--- src/rtl/imem_boot_loader_pkg.sv ---
// Shared types and constants for the instruction-memory boot loader:
// FSM state encoding, default frame marker and checksum helpers.
package imem_boot_loader_pkg;

    typedef enum logic [2:0] {
        ST_IDLE  = 3'd0,
        ST_LEN0  = 3'd1,
        ST_LEN1  = 3'd2,
        ST_DATA  = 3'd3,
        ST_CSUM  = 3'd4,
        ST_DONE  = 3'd5,
        ST_ERROR = 3'd6
    } boot_state_e;

    localparam logic [7:0] SYNC_BYTE_DEFAULT = 8'hA5;
    localparam int         CSUM_WIDTH        = 8;

    function automatic logic [CSUM_WIDTH-1:0] csum_update(
        input logic [CSUM_WIDTH-1:0] acc,
        input logic [7:0]            data
    );
        return acc ^ data;
    endfunction

    function automatic logic state_is_busy(input boot_state_e s);
        return (s == ST_LEN0) || (s == ST_LEN1) || (s == ST_DATA) || (s == ST_CSUM);
    endfunction

endpackage

--- src/rtl/imem_boot_loader_word_assembler.sv ---
// Collects four bytes (LSB first) into a 32-bit word and emits a registered
// one-cycle word_valid pulse together with the completed word.
module boot_word_assembler (
    input  logic        clk,
    input  logic        rst_n,
    input  logic        clear_i,
    input  logic        byte_en_i,
    input  logic [7:0]  byte_i,
    output logic        last_byte_o,
    output logic        word_valid_o,
    output logic [31:0] word_o
);

    logic [1:0]  idx_q,   idx_d;
    logic [23:0] lanes_q, lanes_d;
    logic        valid_q, valid_d;
    logic [31:0] word_q,  word_d;

    // Lane steering and byte index; the top byte completes the word directly.
    always_comb begin
        idx_d   = idx_q;
        lanes_d = lanes_q;
        word_d  = word_q;
        valid_d = 1'b0;
        if (clear_i) begin
            idx_d   = 2'd0;
            lanes_d = 24'd0;
        end else if (byte_en_i) begin
            idx_d = idx_q + 2'd1;
            case (idx_q)
                2'd0: lanes_d[7:0]   = byte_i;
                2'd1: lanes_d[15:8]  = byte_i;
                2'd2: lanes_d[23:16] = byte_i;
                2'd3: begin
                    word_d  = {byte_i, lanes_q};
                    valid_d = 1'b1;
                    lanes_d = 24'd0;
                end
                default: lanes_d = 24'd0;
            endcase
        end else begin
            idx_d = idx_q;
        end
    end

    // Assembler state registers.
    always_ff @(posedge clk or negedge rst_n) begin
        if (!rst_n) begin
            idx_q   <= 2'd0;
            lanes_q <= 24'd0;
            valid_q <= 1'b0;
            word_q  <= 32'd0;
        end else begin
            idx_q   <= idx_d;
            lanes_q <= lanes_d;
            valid_q <= valid_d;
            word_q  <= word_d;
        end
    end

    assign last_byte_o  = byte_en_i && !clear_i && (idx_q == 2'd3);
    assign word_valid_o = valid_q;
    assign word_o       = word_q;

endmodule

--- src/rtl/imem_boot_loader.sv ---
// Framed byte-stream boot loader: parses SYNC/LEN/DATA/CSUM frames, writes
// words into IMEM and releases the core reset once the checksum matches.
module imem_boot_loader
    import imem_boot_loader_pkg::*;
#(
    parameter int         ADDR_WIDTH = 10,
    parameter logic [7:0] SYNC_BYTE  = SYNC_BYTE_DEFAULT
) (
    input  logic                  clk,
    input  logic                  rst_n,
    input  logic                  load_start,
    input  logic                  in_valid,
    input  logic [7:0]            in_data,
    output logic                  in_ready,
    output logic                  imem_we,
    output logic [ADDR_WIDTH-1:0] imem_waddr,
    output logic [31:0]           imem_wdata,
    output logic                  core_rst_n,
    output logic                  busy,
    output logic                  done,
    output logic                  error,
    output logic [15:0]           words_loaded
);

    localparam logic [16:0] IMEM_WORDS = 17'(2 ** ADDR_WIDTH);

    boot_state_e             state_q, state_d;
    logic [7:0]              len_lo_q, len_lo_d;
    logic [15:0]             len_q, len_d;
    logic [15:0]             words_q, words_d;
    logic [CSUM_WIDTH-1:0]   acc_q, acc_d;
    logic [ADDR_WIDTH-1:0]   waddr_q, waddr_d;
    logic                    core_rst_n_q, core_rst_n_d;
    logic                    busy_q, busy_d;
    logic                    done_q, done_d;
    logic                    error_q, error_d;

    logic                    in_ready_s;
    logic                    accept_s;
    logic                    sync_s;
    logic                    asm_clear_s;
    logic                    asm_en_s;
    logic                    last_byte_s;
    logic                    word_valid_s;
    logic [31:0]             word_s;
    logic [15:0]             len_full_s;

    assign len_full_s = {in_data, len_lo_q};
    assign sync_s     = (in_data == SYNC_BYTE);

    boot_word_assembler u_asm (
        .clk          (clk),
        .rst_n        (rst_n),
        .clear_i      (asm_clear_s),
        .byte_en_i    (asm_en_s),
        .byte_i       (in_data),
        .last_byte_o  (last_byte_s),
        .word_valid_o (word_valid_s),
        .word_o       (word_s)
    );

    // FSM state register.
    always_ff @(posedge clk or negedge rst_n) begin
        if (!rst_n) begin
            state_q <= ST_IDLE;
        end else begin
            state_q <= state_d;
        end
    end

    // FSM next-state logic; load_start overrides any accepted byte.
    always_comb begin
        state_d = state_q;
        if (load_start) begin
            state_d = ST_IDLE;
        end else if (accept_s) begin
            case (state_q)
                ST_IDLE: state_d = sync_s ? ST_LEN0 : ST_IDLE;
                ST_LEN0: state_d = ST_LEN1;
                ST_LEN1: begin
                    if ({1'b0, len_full_s} > IMEM_WORDS) begin
                        state_d = ST_ERROR;
                    end else if (len_full_s == 16'd0) begin
                        state_d = ST_CSUM;
                    end else begin
                        state_d = ST_DATA;
                    end
                end
                ST_DATA: begin
                    if (last_byte_s && ((words_q + 16'd1) == len_q)) begin
                        state_d = ST_CSUM;
                    end else begin
                        state_d = ST_DATA;
                    end
                end
                ST_CSUM: state_d = (in_data == acc_q) ? ST_DONE : ST_ERROR;
                default: state_d = state_q;
            endcase
        end else begin
            state_d = state_q;
        end
    end

    // FSM outputs: handshake, assembler control and next values of status flags.
    always_comb begin
        in_ready_s   = !load_start && (state_q != ST_DONE) && (state_q != ST_ERROR);
        accept_s     = in_valid && in_ready_s;
        asm_en_s     = accept_s && (state_q == ST_DATA);
        asm_clear_s  = load_start || (accept_s && (state_q == ST_IDLE) && sync_s);
        core_rst_n_d = (state_q == ST_DONE) && !load_start;
        busy_d       = state_is_busy(state_d);
        done_d       = (state_d == ST_DONE);
        error_d      = (state_d == ST_ERROR);
    end

    // Datapath next state: length capture, word counter, checksum, write address.
    always_comb begin
        len_lo_d = len_lo_q;
        len_d    = len_q;
        words_d  = words_q;
        acc_d    = acc_q;
        waddr_d  = waddr_q;
        if (load_start) begin
            acc_d = {CSUM_WIDTH{1'b0}};
        end else if (accept_s) begin
            case (state_q)
                ST_IDLE: begin
                    if (sync_s) begin
                        words_d = 16'd0;
                        acc_d   = {CSUM_WIDTH{1'b0}};
                    end else begin
                        words_d = words_q;
                    end
                end
                ST_LEN0: len_lo_d = in_data;
                ST_LEN1: len_d    = len_full_s;
                ST_DATA: begin
                    acc_d = csum_update(acc_q, in_data);
                    if (last_byte_s) begin
                        words_d = words_q + 16'd1;
                        waddr_d = words_q[ADDR_WIDTH-1:0];
                    end else begin
                        words_d = words_q;
                    end
                end
                default: acc_d = acc_q;
            endcase
        end else begin
            acc_d = acc_q;
        end
    end

    // Datapath and registered status outputs.
    always_ff @(posedge clk or negedge rst_n) begin
        if (!rst_n) begin
            len_lo_q     <= 8'd0;
            len_q        <= 16'd0;
            words_q      <= 16'd0;
            acc_q        <= {CSUM_WIDTH{1'b0}};
            waddr_q      <= {ADDR_WIDTH{1'b0}};
            core_rst_n_q <= 1'b0;
            busy_q       <= 1'b0;
            done_q       <= 1'b0;
            error_q      <= 1'b0;
        end else begin
            len_lo_q     <= len_lo_d;
            len_q        <= len_d;
            words_q      <= words_d;
            acc_q        <= acc_d;
            waddr_q      <= waddr_d;
            core_rst_n_q <= core_rst_n_d;
            busy_q       <= busy_d;
            done_q       <= done_d;
            error_q      <= error_d;
        end
    end

    assign in_ready     = in_ready_s;
    assign imem_we      = word_valid_s;
    assign imem_waddr   = waddr_q;
    assign imem_wdata   = word_s;
    assign core_rst_n   = core_rst_n_q;
    assign busy         = busy_q;
    assign done         = done_q;
    assign error        = error_q;
    assign words_loaded = words_q;

endmodule

--- config.mk ---
export PLATFORM = sky130hd
export DESIGN_NAME = imem_boot_loader
export DESIGN_NICKNAME = d
export VERILOG_FILES = /design/src/rtl/imem_boot_loader_pkg.sv /design/src/rtl/imem_boot_loader_word_assembler.sv /design/src/rtl/imem_boot_loader.sv
export SDC_FILE = /design/constraint.sdc
export NUM_CORES = 1
export LEC_CHECK = 0
export BUFFER_PORTS_ARGS = -buffer_cell sky130_fd_sc_hd__buf_2
export CAP_MARGIN = 10
export CORE_UTILIZATION = 43
export CTS_CLUSTER_DIAMETER = 60
export CTS_CLUSTER_SIZE = 28
export DETAILED_ROUTE_END_ITERATION = 8
export GPL_TIMING_DRIVEN = 0
export PLACE_DENSITY = 0.67
export SETUP_SLACK_MARGIN = 0.2
export SLEW_MARGIN = 20
export SYNTH_ARGS = -nofsm -noshare
export SYNTH_HDL_FRONTEND = slang
export SYNTH_SLANG_ARGS = --single-unit
--- constraint.sdc ---
create_clock -name clk -period 3.1 [get_ports clk]
set_clock_uncertainty 0.2 [all_clocks]
set_input_delay 0.31 -clock clk [delete_from_list [all_inputs] [get_ports clk]]
set_output_delay 0.31 -clock clk [all_outputs]
set_load 0.05 [all_outputs]
Word-level counts from Yosys, hierarchy flattened
Cells that the tools add are included.
{"block": "totals", "reg_bits": 124, "in_bits": 12, "output_inout_bits": 64, "elab_cells": 104}
{"block": "op_classes", "n_addsub": 2, "magnitude_cmp": 1, "eq_ne": 22, "n_mux": 25, "bitwise": 3, "reduce_logical": 35}
{"cell": "8-bit case mux with 2 select lines", "n": 4}
{"cell": "24-bit two-way mux", "n": 2}
{"cell": "16-bit two-way mux", "n": 2}
{"cell": "16-bit case mux with 2 select lines", "n": 1}
{"cell": "8-bit two-way mux", "n": 3}
{"cell": "16-bit by 1-bit adder with 16-bit output, second input constant", "n": 1}
{"cell": "16-bit equality test", "n": 1}
{"cell": "16-bit by 11-bit > comparator with 1-bit output, second input constant", "n": 1}
{"cell": "16-bit zero test", "n": 1}
{"cell": "3-bit equality test, second input constant", "n": 5}
{"cell": "3-bit two-way mux", "n": 5}
{"cell": "3-bit case mux with 5 select lines", "n": 1}
{"cell": "3-bit by 2-bit equality test with 1-bit output, second input constant", "n": 4}
{"cell": "3-bit AND reduction", "n": 4}
{"cell": "3-bit nonzero test", "n": 4}
{"cell": "1-bit logical AND", "n": 10}
{"cell": "3-bit inequality test, second input constant", "n": 3}
{"cell": "8-bit equality test", "n": 1}
{"cell": "8-bit equality test, second input constant", "n": 1}
{"cell": "8-bit XOR", "n": 1}
{"cell": "3-bit by 1-bit equality test with 1-bit output, second input constant", "n": 2}
{"cell": "2-bit two-way mux", "n": 3}
{"cell": "2-bit AND reduction", "n": 3}
{"cell": "2-bit nonzero test", "n": 3}
{"cell": "12 further kinds", "n": 22}

Logic depth before layout (Yosys ltp)
Gate-level depths: netlist of run 1.
{"block": "logic_depth", "word_depth": 19, "depth_mapped": 9}

Cells and area by module
Synthesis of run 1 repeated with hierarchy kept, for this count alone.
{"block": "unflattened", "cells_unflattened": 576, "area_unflattened_um2": 6516.2}
{"module": "imem_boot_loader", "n_inst": 1, "cells_per_inst": 373, "area_each_um2": 3697.3}
{"module": "boot_word_assembler", "n_inst": 1, "cells_per_inst": 203, "area_each_um2": 2819.0}

Worst setup path before layout of run 1
No wires, ideal clock.
{"block": "synth_path", "kind": "register to register", "startpoint": "register words_q[1] (netlist: words_loaded[1])", "endpoint": "register done_q (netlist: done)", "setup_time_ps": 81, "t_arrival_ps": 2937, "required_time_ps": 2819, "path_slack_ps": -119, "path_stages_with_launch": 10, "path_buffers": 1, "path_cell_list": "dfrtp_1 -> ha_1 -> buf_2 -> nand3_1 -> nor4_1 -> xnor2_1 -> o211ai_1 -> or4_4 -> a311oi_4 -> nor3b_2"}
{"block": "synth_between", "elab_chain_len": 8}
{"item": "start: declaration", "line_no": "imem_boot_loader.sv:30", "source": "logic [15:0] words_q, words_d;"}
{"item": "start signal: assignment", "line_no": "imem_boot_loader.sv:168", "source": "words_q <= words_d;"}
{"item": "16-bit by 1-bit adder with 16-bit output", "line_no": "imem_boot_loader.sv:90", "source": "if (last_byte_s && ((words_q + 16'd1) == len_q)) begin"}
{"item": "16-bit equality test", "line_no": "imem_boot_loader.sv:90"}
{"item": "1-bit logical AND", "line_no": "imem_boot_loader.sv:90"}
{"item": "3-bit two-way mux", "line_no": "imem_boot_loader.sv:90"}
{"item": "3-bit case mux with 5 select lines", "line_no": "imem_boot_loader.sv:77", "source": "case (state_q)"}
{"item": "3-bit two-way mux", "line_no": "imem_boot_loader.sv:76", "source": "end else if (accept_s) begin"}
{"item": "3-bit two-way mux", "line_no": "imem_boot_loader.sv:74", "source": "if (load_start) begin"}
{"item": "net state_d[2]", "line_no": "imem_boot_loader.sv:27", "source": "boot_state_e state_q, state_d;"}
{"item": "3-bit equality test", "line_no": "imem_boot_loader.sv:112", "source": "done_d = (state_d == ST_DONE);"}
{"item": "net done_d", "line_no": "imem_boot_loader.sv:35", "source": "logic done_q, done_d;"}
{"item": "end signal: assignment", "line_no": "imem_boot_loader.sv:173", "source": "done_q <= done_d;"}
{"item": "end: declaration", "line_no": "imem_boot_loader.sv:35"}
The timed path passes the listed nets, and every way through them passes these cells.
A chain may end at the register's enable or synchronous reset.

Final worst setup path of run 1
{"block": "layout_path", "startpoint": "register words_q[5] (netlist: words_loaded[5])", "endpoint": "register done_q (netlist: done)"}
The elaborated chain is that of the path after synthesis.

==> results of run 1 <==
[flip-flops by register name, indices dropped and copies added (netlist names)]
signal	cells
acc_q	8
len_q	16
words_loaded	16
u_asm.lanes_q	24
imem_waddr	10
u_asm.word_o	32
len_lo_q	8
busy	1
core_rst_n	1
done	1
u_asm.word_valid_o	1
u_asm.idx_q	2
state_q	3
error	1
[per-layer routing]
layer | track usage [%] | share of wire [%]
met5 | 0 | 0
met4 | 10.29 | 1.9
met3 | 4.461 | 4.8
met2 | 34.69 | 49
met1 | 29.21 | 45
[timing repair]
| action | CTS | global route |
|---|---|---|
| setup endpoints to repair | 14 | 13 |
| resized for setup | 6 | 13 |
| hold buffers | 2 | 0 |
| endpoints found under the hold margin | 54 | 0 |
| gates cloned | 0 | 0 |
| setup buffers | 3 | 2 |
| pin swaps | 3 | 6 |
[final cells by class]
type	instances	area share, %
Tap cell	180	2.960
Clock buffer	19	5.689
Buffer	47	3.486
Timing Repair Buffer	83	6.182
Clock inverter	13	1.973
Multi-Input combinational cell	498	38.33
Sequential cell	124	40.99
Inverter	8	0.3946
[worst paths after layout]
| kind | startpoint | cells after the start | endpoint | slack (ns) |
|---|---|---|---|---|
| setup / recovery | words_loaded[5] | 9 | done | 0.24 |
| hold / removal | load_start | 3 | state_q[1] | 0.15 |
| hold reg to reg | u_asm.word_o[2] | 2 | u_asm.word_o[2] | 0.27 |
| max in group asynchronous | rst_n | 3 | u_asm.lanes_q[8] | 1.75 |
| min in group asynchronous | rst_n | 2 | done | 0.23 |
| setup reg to reg | words_loaded[5] | 9 | done | 0.24 |
[critical path: stages, from the launching register on]
cell      delay, ns
dfrtp_2        0.36
clkbuf_8       0.17
nand4_4        0.17
buf_8          0.19
o21ba_1        0.19
nor4_2         0.30
o211ai_1       0.14
or4_4          0.47
a311oi_4       0.33
nor3b_2        0.24
[power groups by stage]
stage	Combinational [mW]	Clock, mW	Sequential [mW]
3_3_place_gp	0.125	0	1.67
3_5_place_dp	0.135	0	1.67
2_1_floorplan	0.0602	0	1.67
4_1_cts	0.138	2.00	1.64
5_1_grt	0.151	2.07	1.64
6_report	0.137	1.96	1.64
[cells by family (layout without fill, tap and decap cells)]
group / count (synthesis) / in the layout / synth area share (%)
compound gates: 94 / 94 / 8.868
fa+ha+maj: 5 / 5 / 1.005
flops: 124 / 124 / 49.87
simple gates: 325 / 325 / 24.25
xor+xnor: 47 / 47 / 6.616
buf+inv: 55 / 170 / 4.545
mux: 27 / 27 / 4.846
[layout by cell type (no fill, tap or decap), drive strengths merged, types with 3 or more instances in the layout]
cell / instances
bufinv: 3
xnor2: 25
clkinv: 6
a21oi: 57
nor2: 85
o21ai: 20
and3: 8
nor3: 8
xor2: 22
ha: 5
buf: 94
dfrtp: 124
clkbuf: 53
nand3: 8
nand2: 154
clkinvlp: 4
nand4: 11
mux2: 25
nor4: 11
inv: 8
nor2b: 28
==> results.tsv, run 1 <==
metric	value	unit
setup TNS	0	ns
Ports	76	
P_leak	3.951	nW
startpoint types	register	
nets	796	
Peak supply drop	0.0003732	V
Worst slew margin	43.42	%
count leader, synth	nand2_1	
Overall Power	3.735	mW
Switch Pwr	0.8142	mW
GPL Wtd Cong	0.8631	
layout cell share with drive strength beyond 1	23.99	%
CP Max Fanout	10	
Clk pwr share	52.5	%
Worst-Skew Late Latency	0.42	ns
Synthesized Nets	694	
initial antenna violation count	0	
area occupied by registers	0.003119	mm^2
drt total wl	15.42	mm
CP Data Required Time	3.22	ns
max frequency	0.3502	GHz
HPWL after DPL	10.60	mm
Reg clk slew, reported paths	0.06	ns
first-pass GRT wire length	25.23	mm
Yosys reg bits	124	
Fillers	1298	
power per cell area	490.8	mW/mm^2
synthesized instance count	677	
Flop pwr share	43.9	%
Die W	122.3	um
Setup WS post-layout	0.2445	ns
ys async rst share	100.0	%
H-tree depth	4	
Worst Path Class, Setup	register to register	
CTS root buf	clkbuf_16	
area share of the largest cell type after synthesis	49.87	%
Iter 0 DRT Violations	287	
Post-synth EDFFs	0	
# diodes	0	
post-synthesis sequential area ratio	49.87	%
die height	122.3	um
status	complete, no violations	
Layout Cells excl Fill	972	
power share of the combinational group	3.7	%
DP Cell Count	933	
Final setup viols	0	
Final Cycle Share	92.11	%
vias in the first global route	4995	
CTS tree	built	
Critical Path AT	2.98	ns
Synth area leaders	dfrtp_1, nand2_1, nor2_1, a21oi_1, mux2_2	
synth unique cells	55	
global route overflow	0	
Mapped Area	0.006222	mm^2
sw frac	21.80	%
design area	0.007610	mm^2
largest area contributor in the netlist	dfrtp_1	
FP Rows	43	
die outline area	0.01495	mm^2
maxcap violations	0	
WL/cell	15.87	um
fin crit period	2.856	ns
Initial Util	44.48	%
DRC viols	0	
GRT Util Overall	22.05	%
Internal	2.921	mW
Vias/cell	5.316	
pre-CTS setup slack	-0.09639	ns
Mean Syn Cell Area	9.191	um^2
vias post-DR	5167	
area of the core	0.01399	mm^2
# clock sinks	124	
port buffer count	75	
Critical Path End Type	register	
worst-margin pin slew	0.8466	ns
Syn. warnings	0	
largest net degree at the start of global routing	72	
TritonCTS Buffers	17	
dpl cell area	0.006889	mm^2
RSZ-0062 raised after global routing	yes	
Max Root-Sink Buffers	2	
router iterations before antenna repair	5	
max-slew violations	0	
fin util	54.40	%
Multi-input gate area	0.002917	mm^2
worst min path class	input pin to register	
Synth Flop Type	dfrtp_1	
Area Overhead vs Synth	22.30	%
Hold WS	0.1534	ns
Commonest cells post-synth	nand2_1, dfrtp_1, nor2_1, a21oi_1, nor2b_1	
Post-DRT Antenna Nets	0	
Hold Vio Cnt, Final	0	
(Power assumes the default switching activity.)
==> run 2: changes to the inputs <==
- GPL_TIMING_DRIVEN: 0 -> not set
==> run 2 against run 1 <==
Effect of this change: die area stayed put; global-route usage is 0.18 points lower; largest power group unchanged; highest routed layer unchanged; sequential power hardly changed; critical endpoint unchanged.
==> results.tsv, run 2 (same netlist as run 1, synthesis figures left out) <==
metric	value	unit	change
Internal	3.053	mW	+4.5%
RSZ-0062 raised after global routing	no		
Worst slew margin	44.74	%	+1.3 points
worst-margin pin slew	0.8269	ns	-0.01968 ns
pre-CTS setup slack	0.07386	ns	+0.1702 ns
CTS root buf	clkbuf_16		
CP Data Required Time	3.24	ns	+0.02 ns
area of the core	0.01399	mm^2	unchanged
HPWL after DPL	10.15	mm	-4.3%
CTS tree	built		
Final setup viols	0		unchanged
reg2reg setup slack	0.33	ns	+0.09 ns
Layout Cells excl Fill	947		-2.6%
Fillers	1287		-0.85%
power per cell area	513.5	mW/mm^2	+4.6%
Switch Pwr	0.8079	mW	-0.76%
R2R Path End	done		
GPL Wtd Cong	0.8614		-0.20%
H-tree depth	4		unchanged
status	complete, no violations		
Vias/cell	5.316		about the same
DRC viols	0		unchanged
vias in the first global route	4841		-3.1%
Initial Util	44.48	%	unchanged
nets	771		-3.1%
Post-DRT Antenna Nets	0		unchanged
GRT Util Overall	21.87	%	-0.18 points
Reg clk slew, reported paths	0.05	ns	about the same
first-pass GRT wire length	24.92	mm	-1.2%
Max Root-Sink Buffers	2		unchanged
Ports	76		unchanged
maxcap violations	0		unchanged
GR Layer Usage met3	4.879	%	+0.42 points
TritonCTS Buffers	17		unchanged
most used routing layer	met2		
Flop pwr share	42.4	%	-1.5 points
fin util	53.76	%	-0.64 points
max-slew violations	0		unchanged
worst min path class	input pin to register		
drt total wl	15.13	mm	-1.9%
fin crit period	2.768	ns	-0.08777 ns
sw frac	20.92	%	-0.87 points
startpoint types	register		
design area	0.007520	mm^2	-1.2%
Worst Path Class, Setup	register to register		
Critical Path End Type	register		
FP Rows	43		unchanged
# clock sinks	124		unchanged
WL/cell	15.98	um	+0.72%
die height	122.3	um	unchanged
Die W	122.3	um	unchanged
Peak supply drop	0.0003779	V	+1.3%
max frequency	0.3613	GHz	+3.2%
commonest non-fill, non-tap cell in the layout	nand2_1		
die outline area	0.01495	mm^2	unchanged
Critical Path AT	2.91	ns	-0.07 ns
global route overflow	0		unchanged
power share of the combinational group	3.4	%	-0.3 points
router iterations before antenna repair	5		unchanged
Setup WS post-layout	0.3322	ns	+0.08777 ns
dpl cell area	0.006718	mm^2	-2.5%
setup TNS	0	ns	unchanged
Hold Path Sink	u_asm.word_o[28]		
Hold Vio Cnt, Final	0		unchanged
layout cell share with drive strength beyond 1	25.29	%	+1.3 points
RR Startpoint	words_loaded[2]		
met2 GRT Util	34.83	%	+0.14 points
Worst-Skew Late Latency	0.42	ns	about the same
Area Overhead vs Synth	20.85	%	
worst min-delay path startpoint	in_data[4]		
max reg flops	32		unchanged
met1 global-route usage	28.34	%	-0.87 points
Iter 0 DRT Violations	341		+19%
initial antenna violation count	0		unchanged
Worst Reg2Reg Path Length in Cells	8		-1
DP Cell Count	899		-3.6%
Worst Hold Path Cells	3		unchanged
P_leak	3.933	nW	-0.44%
Clk pwr share	54.1	%	+1.6 points
most frequent cells in the layout	nand2_1, dfrtp_1, nor2_1, buf_2, a21oi_1		
Final Cycle Share	89.28	%	-2.8 points
# diodes	0		unchanged
vias post-DR	5034		-2.6%
CP Max Fanout	9		-1
largest net degree at the start of global routing	59		-18%
port buffer count	75		unchanged
-- run 2: cell types whose count changed in the layout (fill, tap and decap cells not counted), sizes merged --
cell | previous run | this run
clkbuf | 53 | 22
buf | 94 | 101
clkinvlp | 4 | 1
bufinv | 3 | 4
clkinv | 6 | 5
inv | 8 | 9
nand4 | 11 | 12
-- run 2: area by class of cell --
type / count / area (um^2) / share of cell area (%)
inverter: 8 / 30.03 / 0.3993
tap: 180 / 225.2 / 2.995
clock inverter: 11 / 165.2 / 2.196
multi-input combinational: 499 / 2909 / 38.69
sequential: 124 / 3119 / 41.48
clock buffer: 21 / 460.4 / 6.123
timing repair buffer: 104 / 610.6 / 8.120
-- run 2: repair_timing --
action,CTS,global route
hold buffers,2,0
setup endpoints to repair,4,3
cloned,0,1
setup buffers,3,10
pin swaps,1,5
gates resized for setup,4,4
hold endpoints to repair,57,0
-- run 2: layer usage --
metal	vias to the layer above	routed length (um)
met1	2461	6728
li1	2400	-
met2	149	7301
met5	-	0
met3	24	797
met4	0	305
-- run 2: worst max-delay path by stage --
stage / to / start / depth (start not counted) / slack (ns)
final: done / words_loaded[2] / 8 / 0.33
after global routing: done / words_loaded[11] / 8 / 0.19
after CTS: done / words_loaded[1] / 8 / 0.20
after detailed placement: done / words_loaded[1] / 8 / 0.07
after global placement: done / words_loaded[1] / 8 / 0.19
after floorplan: done / words_loaded[12] / 8 / 0.23
-- run 2: metrics by stage --
stage	hold slack (ns)	total power, mW
after global routing	0.06308	3.996
after floorplan	-0.1856	1.726
after CTS	0.04903	3.903
final	0.05880	3.861
after global placement	0.2282	1.797
after detailed placement	0.2292	1.799
-- run 2: critical path: stages, from the launching register on --
cell	delay [ns]
dfrtp_2	0.49
nand4_4	0.21
buf_4	0.19
nor4_2	0.29
xnor2_1	0.10
a211o_1	0.24
or4_4	0.46
a311oi_4	0.29
nor3b_2	0.21
-- run 2: power by group through the flow --
stage               Combinational, mW  Clock [mW]  Sequential, mW
floorplan                      0.0602           0            1.67
global placement                0.131           0            1.67
detailed placement              0.132           0            1.67
CTS                             0.135        2.13            1.64
global route                    0.148        2.21            1.64
finish                          0.133        2.09            1.64
==> run 3: changes to the inputs <==
- ABC_AREA: not set -> 1
- CTS_CLUSTER_DIAMETER: 60 -> 40
==> run 3 against run 2 <==
Effect of this change: total power increased by 21%; worst setup slack improved by 0.18 ns; final area decreased by 5.1%; highest routed layer unchanged; largest power group unchanged; critical path type unchanged; combinational power increased to 4.1 times the previous value; register-to-register slack improved by 0.18 ns; count of clock-buffer cells in the layout unchanged; clock power increased by 8%; critical path depth increased by 10; flip-flop and latch count unchanged.
==> results.tsv, run 3 <==
metric	value	unit	change
status	complete, no violations		
nets	831		+7.8%
commonest non-fill, non-tap cell in the layout	nand2_1		
Crit path top cell by count	nand2_1		
vias post-DR	4954		-1.6%
Syn. warnings	0		unchanged
Area Overhead vs Synth	21.45	%	
die height	118.9	um	-2.8%
CTS tree	built		
DRC viols	0		unchanged
RR Startpoint	words_loaded[1]		
Worst Reg2Reg Path Length in Cells	18		+10
CP Data Required Time	3.20	ns	-0.04 ns
largest net degree at the start of global routing	74		+25%
Critical Path End Type	register		
CP startpoint	words_loaded[1]		
ys async rst share	100.0	%	unchanged
sw frac	25.44	%	+4.5 points
drt total wl	13.93	mm	-8.0%
max frequency	0.3863	GHz	+6.9%
GPL Wtd Cong	0.8634		+0.23%
# clock sinks	124		unchanged
# diodes	0		unchanged
Final setup viols	0		unchanged
Post-synth EDFFs	0		unchanged
CP max-delay cell	dfrtp_1		
GRT Util Overall	21.12	%	-0.75 points
Worst slew margin	40.47	%	-4.3 points
Critical Path AT	2.69	ns	-0.22 ns
max reg flops	32		unchanged
most frequent cells in the layout	nand2_1, dfrtp_1, buf_2, inv_1, o21ai_0		
Max stage delay on crit path	0.51	ns	+0.02 ns
die outline area	0.01413	mm^2	-5.5%
synth unique cells	35		-36%
Synthesized Nets	748		+7.8%
R2R Path End	busy		
layout cell share with drive strength beyond 1	18.02	%	-7.3 points
fin crit period	2.589	ns	-0.1789 ns
Yosys reg bits	124		unchanged
Die W	118.9	um	-2.8%
Setup WS post-layout	0.5111	ns	+0.1789 ns
Gates resized, CTS repair	0		-4
Peak supply drop	0.0003811	V	+0.83%
Post-DRT Antenna Nets	0		unchanged
WL/cell	13.88	um	-13%
Final Cycle Share	83.51	%	-5.8 points
FP Rows	42		-2.3%
Mapped Area	0.005873	mm^2	-5.6%
vias in the first global route	4676		-3.4%
CTS root buf	clkbuf_16		
setup TNS	0	ns	unchanged
Switch Pwr	1.193	mW	+48%
crit path to	busy		
fin util	53.65	%	-0.11 points
Clk pwr share	48.1	%	-6.0 points
port buffer count	75		unchanged
Synth area leaders	dfrtp_1, nand2_1, o21ai_0, nand3_1, inv_1		
worst min path class	input pin to register		
HPWL after DPL	9.927	mm	-2.2%
P_leak	3.898	nW	-0.89%
worst min-delay path startpoint	in_data[6]		
max-slew violations	0		unchanged
first-pass GRT wire length	23.21	mm	-6.8%
Internal	3.497	mW	+15%
router iterations before antenna repair	5		unchanged
Iter 0 DRT Violations	354		+3.8%
Commonest cells post-synth	nand2_1, dfrtp_1, inv_1, o21ai_0, nand3_1		
Hold Vio Cnt, Final	0		unchanged
Overall Power	4.690	mW	+21%
Mean Syn Cell Area	8.034	um^2	-13%
Initial Util	44.17	%	-0.31 points
crit path cell chain	ha_1, nand2_1, nor2_4, nand2_2, nor2_2, nand2_1, nand3_1, nand2_1, nor2_1, nand2_1, nor2_1, nand2_1, nand2_1, nand2_1, nand2_2, nand2_1, nand2_1, nand2_1		
largest area contributor in the netlist	dfrtp_1		
TritonCTS Buffers	17		unchanged
maxcap violations	0		unchanged
power per cell area	657.5	mW/mm^2	+28%
pre-CTS setup slack	0.5436	ns	+0.4697 ns
Vias/cell	4.939		-7.1%
Synth Flop Type	dfrtp_1		
post-synthesis sequential area ratio	52.83	%	+3.0 points
Ports	76		unchanged
RSZ-0062 raised after global routing	no		
Worst Path Class, Setup	register to register		
power share of the combinational group	11.6	%	+8.2 points
worst-margin pin slew	0.8862	ns	+0.05930 ns
count leader, synth	nand2_1		
synthesized instance count	731		+8.0%
CP Max Fanout	6		-3
global route overflow	0		unchanged
Max Root-Sink Buffers	2		unchanged
Flop pwr share	40.3	%	-2.1 points
H-tree depth	4		unchanged
area of the core	0.01330	mm^2	-5.0%
initial antenna violation count	0		unchanged
Setup Fix Bufs, Post-CTS	0		-3
startpoint types	register		
Worst-Skew Late Latency	0.41	ns	about the same
reg2reg setup slack	0.51	ns	+0.18 ns
area share of the largest cell type after synthesis	52.83	%	+3.0 points
Reg clk slew, reported paths	0.06	ns	about the same
## run 3: changes by cell type in the layout (fill, tap and decap cells not counted), moves of 21 or more
cell	delta
a21oi_1	-53
buf_4	-21
inv_1	+52
mux2_2	-25
nand2_1	+139
nand3_1	+43
nor2_1	-40
nor2b_1	-27
o21ai_0	+32
xnor2_1	-25
## run 3: power groups by stage
stage	combinational, mW	sequential, mW	clock [mW]
2_1_floorplan	0.350	1.92	0
3_3_place_gp	0.535	1.91	0
3_5_place_dp	0.542	1.91	0
4_1_cts	0.551	1.89	2.29
5_1_grt	0.622	1.91	2.37
6_report	0.546	1.89	2.25
## run 3: worst max-delay path, delay by kind of cell (launching register included)
family                   cells  cell delay, ns
AND/OR/NAND/NOR             17            1.52
adder cells (fa/ha/maj)      1            0.26
flip-flops                   1            0.51
## run 3: timing repair
action	CTS	global route
hold buffers	2	0
setup endpoints to repair	0	0
hold endpoints to repair	92	0
## run 3: worst min path at each step
stage	end	slack (ns)	depth (start not counted)
after floorplan	acc_q[0]	-0.19	0
after global placement	u_asm.word_o[16]	0.007	1
after detailed placement	u_asm.word_o[16]	0.01	1
after CTS	acc_q[6]	0.02	4
after global routing	u_asm.word_o[26]	0.06	3
final	acc_q[6]	0.03	4
## run 3: cell type report
cell class	instances	area, um^2
fillers	1245	6162
flip-flops and latches	124	3103
multi-input cells	521	2432
clock buffers	21	460.4
repair buffers	82	447.9
inverters	68	255.2
well taps	176	220.2
clock inverters	11	214.0
## run 3: kinds of logic (layout without fill, tap and decap cells)
logic type	after synthesis	count (layout)	share of synthesized area, %
flops	124	124	52.83
fa+ha+maj	5	5	1.065
simple gates	434	434	31.74
xor+xnor	9	9	1.470
buf+inv	86	182	5.752
compound gates	73	73	7.137
## run 3: per-stage QoR
step | area (um^2) | cells | hold slack, ns
2_1_floorplan | 5873 | 731 | -0.1856
3_3_place_gp | 6439 | 969 | 0.007484
3_5_place_dp | 6439 | 969 | 0.01010
4_1_cts | 7133 | 1003 | 0.01520
5_1_grt | 7133 | 1003 | 0.06237
6_report | 7133 | 1003 | 0.02859
## run 3: routing by layer
metal  GRT usage, %  vias to the layer above  part of all wire, %
met5              0                        -                    0
li1               -                     2486                    -
met3          4.262                       23                  3.8
met2          32.05                      113                   44
met1          29.86                     2332                   50
met4          7.832                        0                  1.6
